$ cat config.mk
export PLATFORM = sky130hd
export DESIGN_NAME = alu_op_issue
export DESIGN_NICKNAME = d
export VERILOG_FILES = /design/src/rtl/alu_op_issue.sv
export SDC_FILE = /design/constraint.sdc
export NUM_CORES = 1
export LEC_CHECK = 0
export ABC_CLOCK_PERIOD_IN_PS = 3300
export BUFFER_PORTS_ARGS = -buffer_cell sky130_fd_sc_hd__buf_2
export CAP_MARGIN = 20
export CELL_PAD_IN_SITES_DETAIL_PLACEMENT = 1
export CELL_PAD_IN_SITES_GLOBAL_PLACEMENT = 1
export CORE_AREA = 3 3 103 80
export DETAILED_ROUTE_END_ITERATION = 6
export DIE_AREA = 0 0 106 83
export HOLD_SLACK_MARGIN = 0.1
export PLACE_DENSITY_LB_ADDON = 0.1
export SLEW_MARGIN = 15
export SYNTH_ARGS = -nofsm -noshare
export SYNTH_HDL_FRONTEND = slang
export SYNTH_SLANG_ARGS = --single-unit
$ cat constraint.sdc
create_clock -name clk -period 3.3 [get_ports clk]
set_clock_uncertainty 0.15 [all_clocks]
set_input_delay 0.165 -clock clk [delete_from_list [all_inputs] [get_ports clk]]
set_output_delay 0.165 -clock clk [all_outputs]
set_load 0.03 [all_outputs]
$ cat src/rtl/alu_op_issue.sv
// alu_op_issue: ID/EX stage register for the bit-sliced ALU control interface.
// Decodes the incoming MIPS word into function select, operand-invert and
// carry-in controls. It registers these controls together with the immediate
// and the register specifiers, handles stall and flush, and keeps a wrapping
// count of legal issues for debug.
module alu_op_issue #(
   parameter int CNT_W = 16
) (
   input  logic             clk,
   input  logic             rst_n,
   input  logic             id_valid,
   input  logic [31:0]      id_instr,
   input  logic             stall,
   input  logic             flush,
   output logic             ex_valid,
   output logic [5:0]       ex_sel,
   output logic             ex_inv,
   output logic             ex_cin,
   output logic             ex_use_imm,
   output logic [31:0]      ex_imm,
   output logic [4:0]       ex_rs,
   output logic [4:0]       ex_rt,
   output logic [4:0]       ex_rd,
   output logic             ex_reg_write,
   output logic             ex_illegal,
   output logic [CNT_W-1:0] issue_count
);

   localparam logic [5:0] SEL_ADD = 6'd32;
   localparam logic [5:0] SEL_SUB = 6'd34;
   localparam logic [5:0] SEL_AND = 6'd36;
   localparam logic [5:0] SEL_OR  = 6'd37;
   localparam logic [5:0] SEL_SLT = 6'd42;

   localparam logic [5:0] OP_RTYPE = 6'd0;
   localparam logic [5:0] OP_BEQ   = 6'd4;
   localparam logic [5:0] OP_ADDI  = 6'd8;
   localparam logic [5:0] OP_SLTI  = 6'd10;
   localparam logic [5:0] OP_ANDI  = 6'd12;
   localparam logic [5:0] OP_ORI   = 6'd13;

   typedef struct packed {
      logic        valid;
      logic [5:0]  sel;
      logic        inv;
      logic        cin;
      logic        useImm;
      logic [31:0] imm;
      logic [4:0]  rs;
      logic [4:0]  rt;
      logic [4:0]  rd;
      logic        regWrite;
      logic        illegal;
   } exCtrl_t;

   // An empty EX slot: nothing valid, nothing written, select parked on add.
   localparam exCtrl_t BUBBLE = '{
      valid: 1'b0, sel: SEL_ADD, inv: 1'b0, cin: 1'b0, useImm: 1'b0,
      imm: 32'd0, rs: 5'd0, rt: 5'd0, rd: 5'd0, regWrite: 1'b0, illegal: 1'b0
   };

   logic [5:0]  w_op;
   logic [5:0]  w_funct;
   logic [31:0] w_immSext;
   logic [31:0] w_immZext;
   logic        w_legal;
   exCtrl_t     w_dec;
   exCtrl_t     w_next;
   exCtrl_t     r_ex;
   logic [CNT_W-1:0] r_count;

   assign w_op      = id_instr[31:26];
   assign w_funct   = id_instr[5:0];
   assign w_immSext = {{16{id_instr[15]}}, id_instr[15:0]};
   assign w_immZext = {16'd0, id_instr[15:0]};

   // Decode the instruction word; anything not recognised falls through as illegal.
   always_comb begin
      w_legal      = 1'b0;
      w_dec        = BUBBLE;
      w_dec.rs     = id_instr[25:21];
      w_dec.rt     = id_instr[20:16];
      if (id_instr == 32'd0) begin
         w_legal = 1'b1;
      end else begin
         case (w_op)
            OP_RTYPE: begin
               if (w_funct == SEL_ADD || w_funct == SEL_SUB || w_funct == SEL_AND ||
                   w_funct == SEL_OR  || w_funct == SEL_SLT) begin
                  w_legal        = 1'b1;
                  w_dec.sel      = w_funct;
                  w_dec.regWrite = 1'b1;
                  w_dec.rd       = id_instr[15:11];
               end
            end
            OP_ADDI, OP_SLTI: begin
               w_legal        = 1'b1;
               w_dec.sel      = (w_op == OP_ADDI) ? SEL_ADD : SEL_SLT;
               w_dec.imm      = w_immSext;
               w_dec.useImm   = 1'b1;
               w_dec.regWrite = 1'b1;
               w_dec.rd       = id_instr[20:16];
            end
            OP_ANDI, OP_ORI: begin
               w_legal        = 1'b1;
               w_dec.sel      = (w_op == OP_ANDI) ? SEL_AND : SEL_OR;
               w_dec.imm      = w_immZext;
               w_dec.useImm   = 1'b1;
               w_dec.regWrite = 1'b1;
               w_dec.rd       = id_instr[20:16];
            end
            OP_BEQ: begin
               w_legal   = 1'b1;
               w_dec.sel = SEL_SUB;
               w_dec.imm = w_immSext;
            end
            default: begin
               w_legal = 1'b0;
            end
         endcase
      end
      w_dec.valid   = w_legal;
      w_dec.illegal = ~w_legal;
      w_dec.inv     = w_legal && (w_dec.sel == SEL_SUB || w_dec.sel == SEL_SLT);
      w_dec.cin     = w_dec.inv;
   end

   // Flush and an empty ID slot both turn into a bubble; otherwise take the decode.
   always_comb begin
      w_next = w_dec;
      if (flush || !id_valid) begin
         w_next = BUBBLE;
      end
   end

   // EX control register: flush beats stall, stall freezes everything including the illegal flag.
   always_ff @(posedge clk or negedge rst_n) begin
      if (!rst_n) begin
         r_ex <= BUBBLE;
      end else if (flush || !stall) begin
         r_ex <= w_next;
      end
   end

   // Issue counter advances only on an unstalled, unflushed load of a legal word.
   always_ff @(posedge clk or negedge rst_n) begin
      if (!rst_n) begin
         r_count <= '0;
      end else if (!flush && !stall && id_valid && w_legal) begin
         r_count <= r_count + CNT_W'(1);
      end
   end

   assign ex_valid     = r_ex.valid;
   assign ex_sel       = r_ex.sel;
   assign ex_inv       = r_ex.inv;
   assign ex_cin       = r_ex.cin;
   assign ex_use_imm   = r_ex.useImm;
   assign ex_imm       = r_ex.imm;
   assign ex_rs        = r_ex.rs;
   assign ex_rt        = r_ex.rt;
   assign ex_rd        = r_ex.rd;
   assign ex_reg_write = r_ex.regWrite;
   assign ex_illegal   = r_ex.illegal;
   assign issue_count  = r_count;

endmodule
==> impl_metrics.env <==
export IMPL_place_ws_ps=960
export IMPL_drive_gt1_share_pct=39.5
export IMPL_die_area_um2=8800
export IMPL_r2r_slack_ps=1320
export IMPL_cts_htree_levels=3
export IMPL_crit_type="primary input to flip-flop"
export IMPL_endpoint="issue_count[1]"
export IMPL_hold_viol_final=0
export IMPL_powerDensity_nw_per_um2=394
export IMPL_worstReg2RegEnd="issue_count[10]"
export IMPL_end_kind="flip-flop"
export IMPL_drv_slew=0
export IMPL_dp_hpwl_um=5600
export IMPL_rr_startpoint="issue_count[4]"
export IMPL_yosys_cell_types_count=46
export IMPL_routedWlPerCell_um=17.3
export IMPL_port_buffer_count=111
export IMPL_clock_latency_ps=340
export IMPL_critical_path_required_ps=3370
export IMPL_cellLeakagePower_nw=2.01
export IMPL_syn_inst=245
export IMPL_cts_buffers=9
export IMPL_cts_sinks=59
export IMPL_r2r_cells=4
export IMPL_fin_crit_sh_pct=75.3
export IMPL_ant_nets=0
export IMPL_setup_viol=0
export IMPL_ys_seq_area_share_pct=51.0
export IMPL_place_gp_congestion=0.747
export IMPL_cts_resized=0
export IMPL_status="finished clean"
export IMPL_yosys_top_cells_area="dfrtp_1 (50%), a22o_1 (12%), buf_4 (4.1%), xor2_1 (3.3%), a2111oi_2 (2.6%)"
export IMPL_tns_ps=0
export IMPL_crit_path_start_kind="primary input"
export IMPL_startpoint="id_instr[1]"
export IMPL_vias_per_cell=5.17
export IMPL_min_path_cells=4
export IMPL_arrival_ps=2550
export IMPL_synth_nets=283
export IMPL_fin_ws_ps=814
export IMPL_die_y_um=83
export IMPL_min_path_type="primary input to flip-flop"
export IMPL_relSlewSlack_pct=30.9
export IMPL_async_flop_share_pct=100
export IMPL_wirelength_um=8150
export IMPL_synth_ff_type="dfrtp_1"
export IMPL_synth_edff_count=0
export IMPL_synth_seq_cells=59
export IMPL_cts_buffer_depth=2
export IMPL_antenna_cells=0
export IMPL_grt_pass1_wl_um=13400
export IMPL_drtIter0Drc=90
export IMPL_cts_root_buffer="clkbuf_8"
export IMPL_rsz0062_at_grt="no"
export IMPL_grt_antenna_before_repair=0
export IMPL_grt_max_degree=44
export IMPL_syn_avg_cell_area_um2=11.8
export IMPL_yosysWarnings=0
export IMPL_maxCapViolCount=0
export IMPL_initial_core_util_pct=39.7
export IMPL_die_w_um=106
export IMPL_grt_util_all_layers_pct=19.4
export IMPL_holdWs_ps=131
export IMPL_syn2layout_area_growth_pct=33.1
export IMPL_synth_top_area_cell="dfrtp_1"
export IMPL_vias=2437
export IMPL_max_vdd_ir_drop_mv=0.188
export IMPL_overflow=0
export IMPL_drc_errors=0
export IMPL_grt_pass1_vias=2553
export IMPL_coreArea_um2=7300
export IMPL_cts_tree="built"
export IMPL_syn_area_um2=2900
export IMPL_tightest_slew_ps=1040
export IMPL_clk_pin_slew_ps=70
export IMPL_synth_top_area_share_pct=50.1
export IMPL_io_pins=112
export IMPL_nNetsFinal=403
export IMPL_fmax_mhz=402
export IMPL_dr_pass1_iters=4
export IMPL_finalCriticalPeriod_ps=2490
export IMPL_crit_fanout=16
export IMPL_num_rows=27
placed cells by master, fill, tap and decap left out, drive strengths merged, types with 5 or more instances in the layout:
cell         netlist  routed
inv                5       6
buf               21     113
dlygate4sd3        0      27
nand2             12      12
xor2              11      11
nor2               6       6
a2111oi            7       7
nand3              7       7
clkbuf            10       9
nor4               6       6
dfrtp             58      58
a211oi             5       5
a22o              40      40
cells by family (layout without fill, tap and decap cells):
group,Yosys count,count (layout),share of synthesized area [%]
xor+xnor,15,15,4.54
flops,59,59,51.0
fa+ha+maj,1,1,0.432
mux,3,3,1.08
buf+inv,36,161,7.34
simple gates,59,59,12.8
compound gates,72,72,22.8
worst min-delay path by stage:
| stage | start | endpoint | slack, ps |
|---|---|---|---|
| global placement | rst_n | ex_sel[1] | 220 |
| global route | id_valid | issue_count[0] | 140 |
| CTS | id_valid | issue_count[0] | 120 |
| floorplan | rst_n | ex_illegal | -280 |
| detailed placement | rst_n | ex_sel[1] | 230 |
| finish | id_valid | issue_count[0] | 130 |
state kept, by name (all words and copies together), names as in the netlist, 5 cells and up:
signal and cells:
ex_imm 17, issue_count 16, ex_sel 6, ex_rd 5, ex_rs 5, ex_rt 5
per-layer routing:
layer,global-route usage (%),wire (µm),vias to the layer above,part of all wire [%]
met1,26.7,3910,1207,48
met4,4.35,90,0,1.1
li1,-,-,1140,-
met3,7.77,553,7,6.8
met2,28.8,3600,83,44
met5,0,0,-,0
final cells by class:
type                            instances  area, µm²
Clock inverter                          7       53.8
Sequential cell                        59       1480
Inverter                                5       18.8
Timing Repair Buffer                  140        841
Clock buffer                            9        124
Fill cell                             816       3440
Multi-Input combinational cell        150       1210
Tap cell                              101        126
per-stage QoR:
step / total power [mW] / area, µm² / std cells / utilization, %
final: 1.52 / 3850 / 471 / 52.8
after global routing: 1.60 / 3850 / 471 / 52.8
after CTS: 1.54 / 3850 / 471 / 52.8
after detailed placement: 0.921 / 3410 / 428 / 46.7
after global placement: 0.919 / 3410 / 428 / 46.7
after floorplan: 0.840 / 2900 / 245 / -
repair_timing:
action,in CTS,in global routing
hold buffers,27,0
hold endpoints to repair,75,0
buffers inserted,0,0
setup endpoints to repair,0,0
Yosys cell counts (2+ instances only):
master,n
nand3_1,7
buf_4,16
nand2b_1,4
a21oi_1,3
inv_1,5
and2_1,2
clkbuf_1,10
nor3_1,2
xnor2_1,4
a21o_1,4
buf_6,2
nand2_1,12
a2111oi_4,2
a32o_1,2
buf_2,2
nor4_1,5
and3_1,4
nor3b_1,2
nand4_1,2
o22ai_1,3
a2111oi_2,5
or3_1,2
nor2b_1,3
a211oi_1,5
mux2i_1,2
a22o_1,40
dfrtp_1,58
nor2_1,6
o21ai_0,4
xor2_1,11
report_power, final:
group	switching (mW)	leakage, nW	internal (mW)
Clock	0.315	0.0818	0.275
Sequential	0.0159	0.794	0.736
Combinational	0.108	1.13	0.0698
Total	0.440	2.01	1.08
worst max-delay path, cell delays in order:
cell,delay [ps]
dlygate4sd3_1,540
buf_2,160
nand2b_1,140
and3_1,190
a22oi_2,820
a21oi_2,180
mux2_1,350
Power figures use the tool's default switching activity.
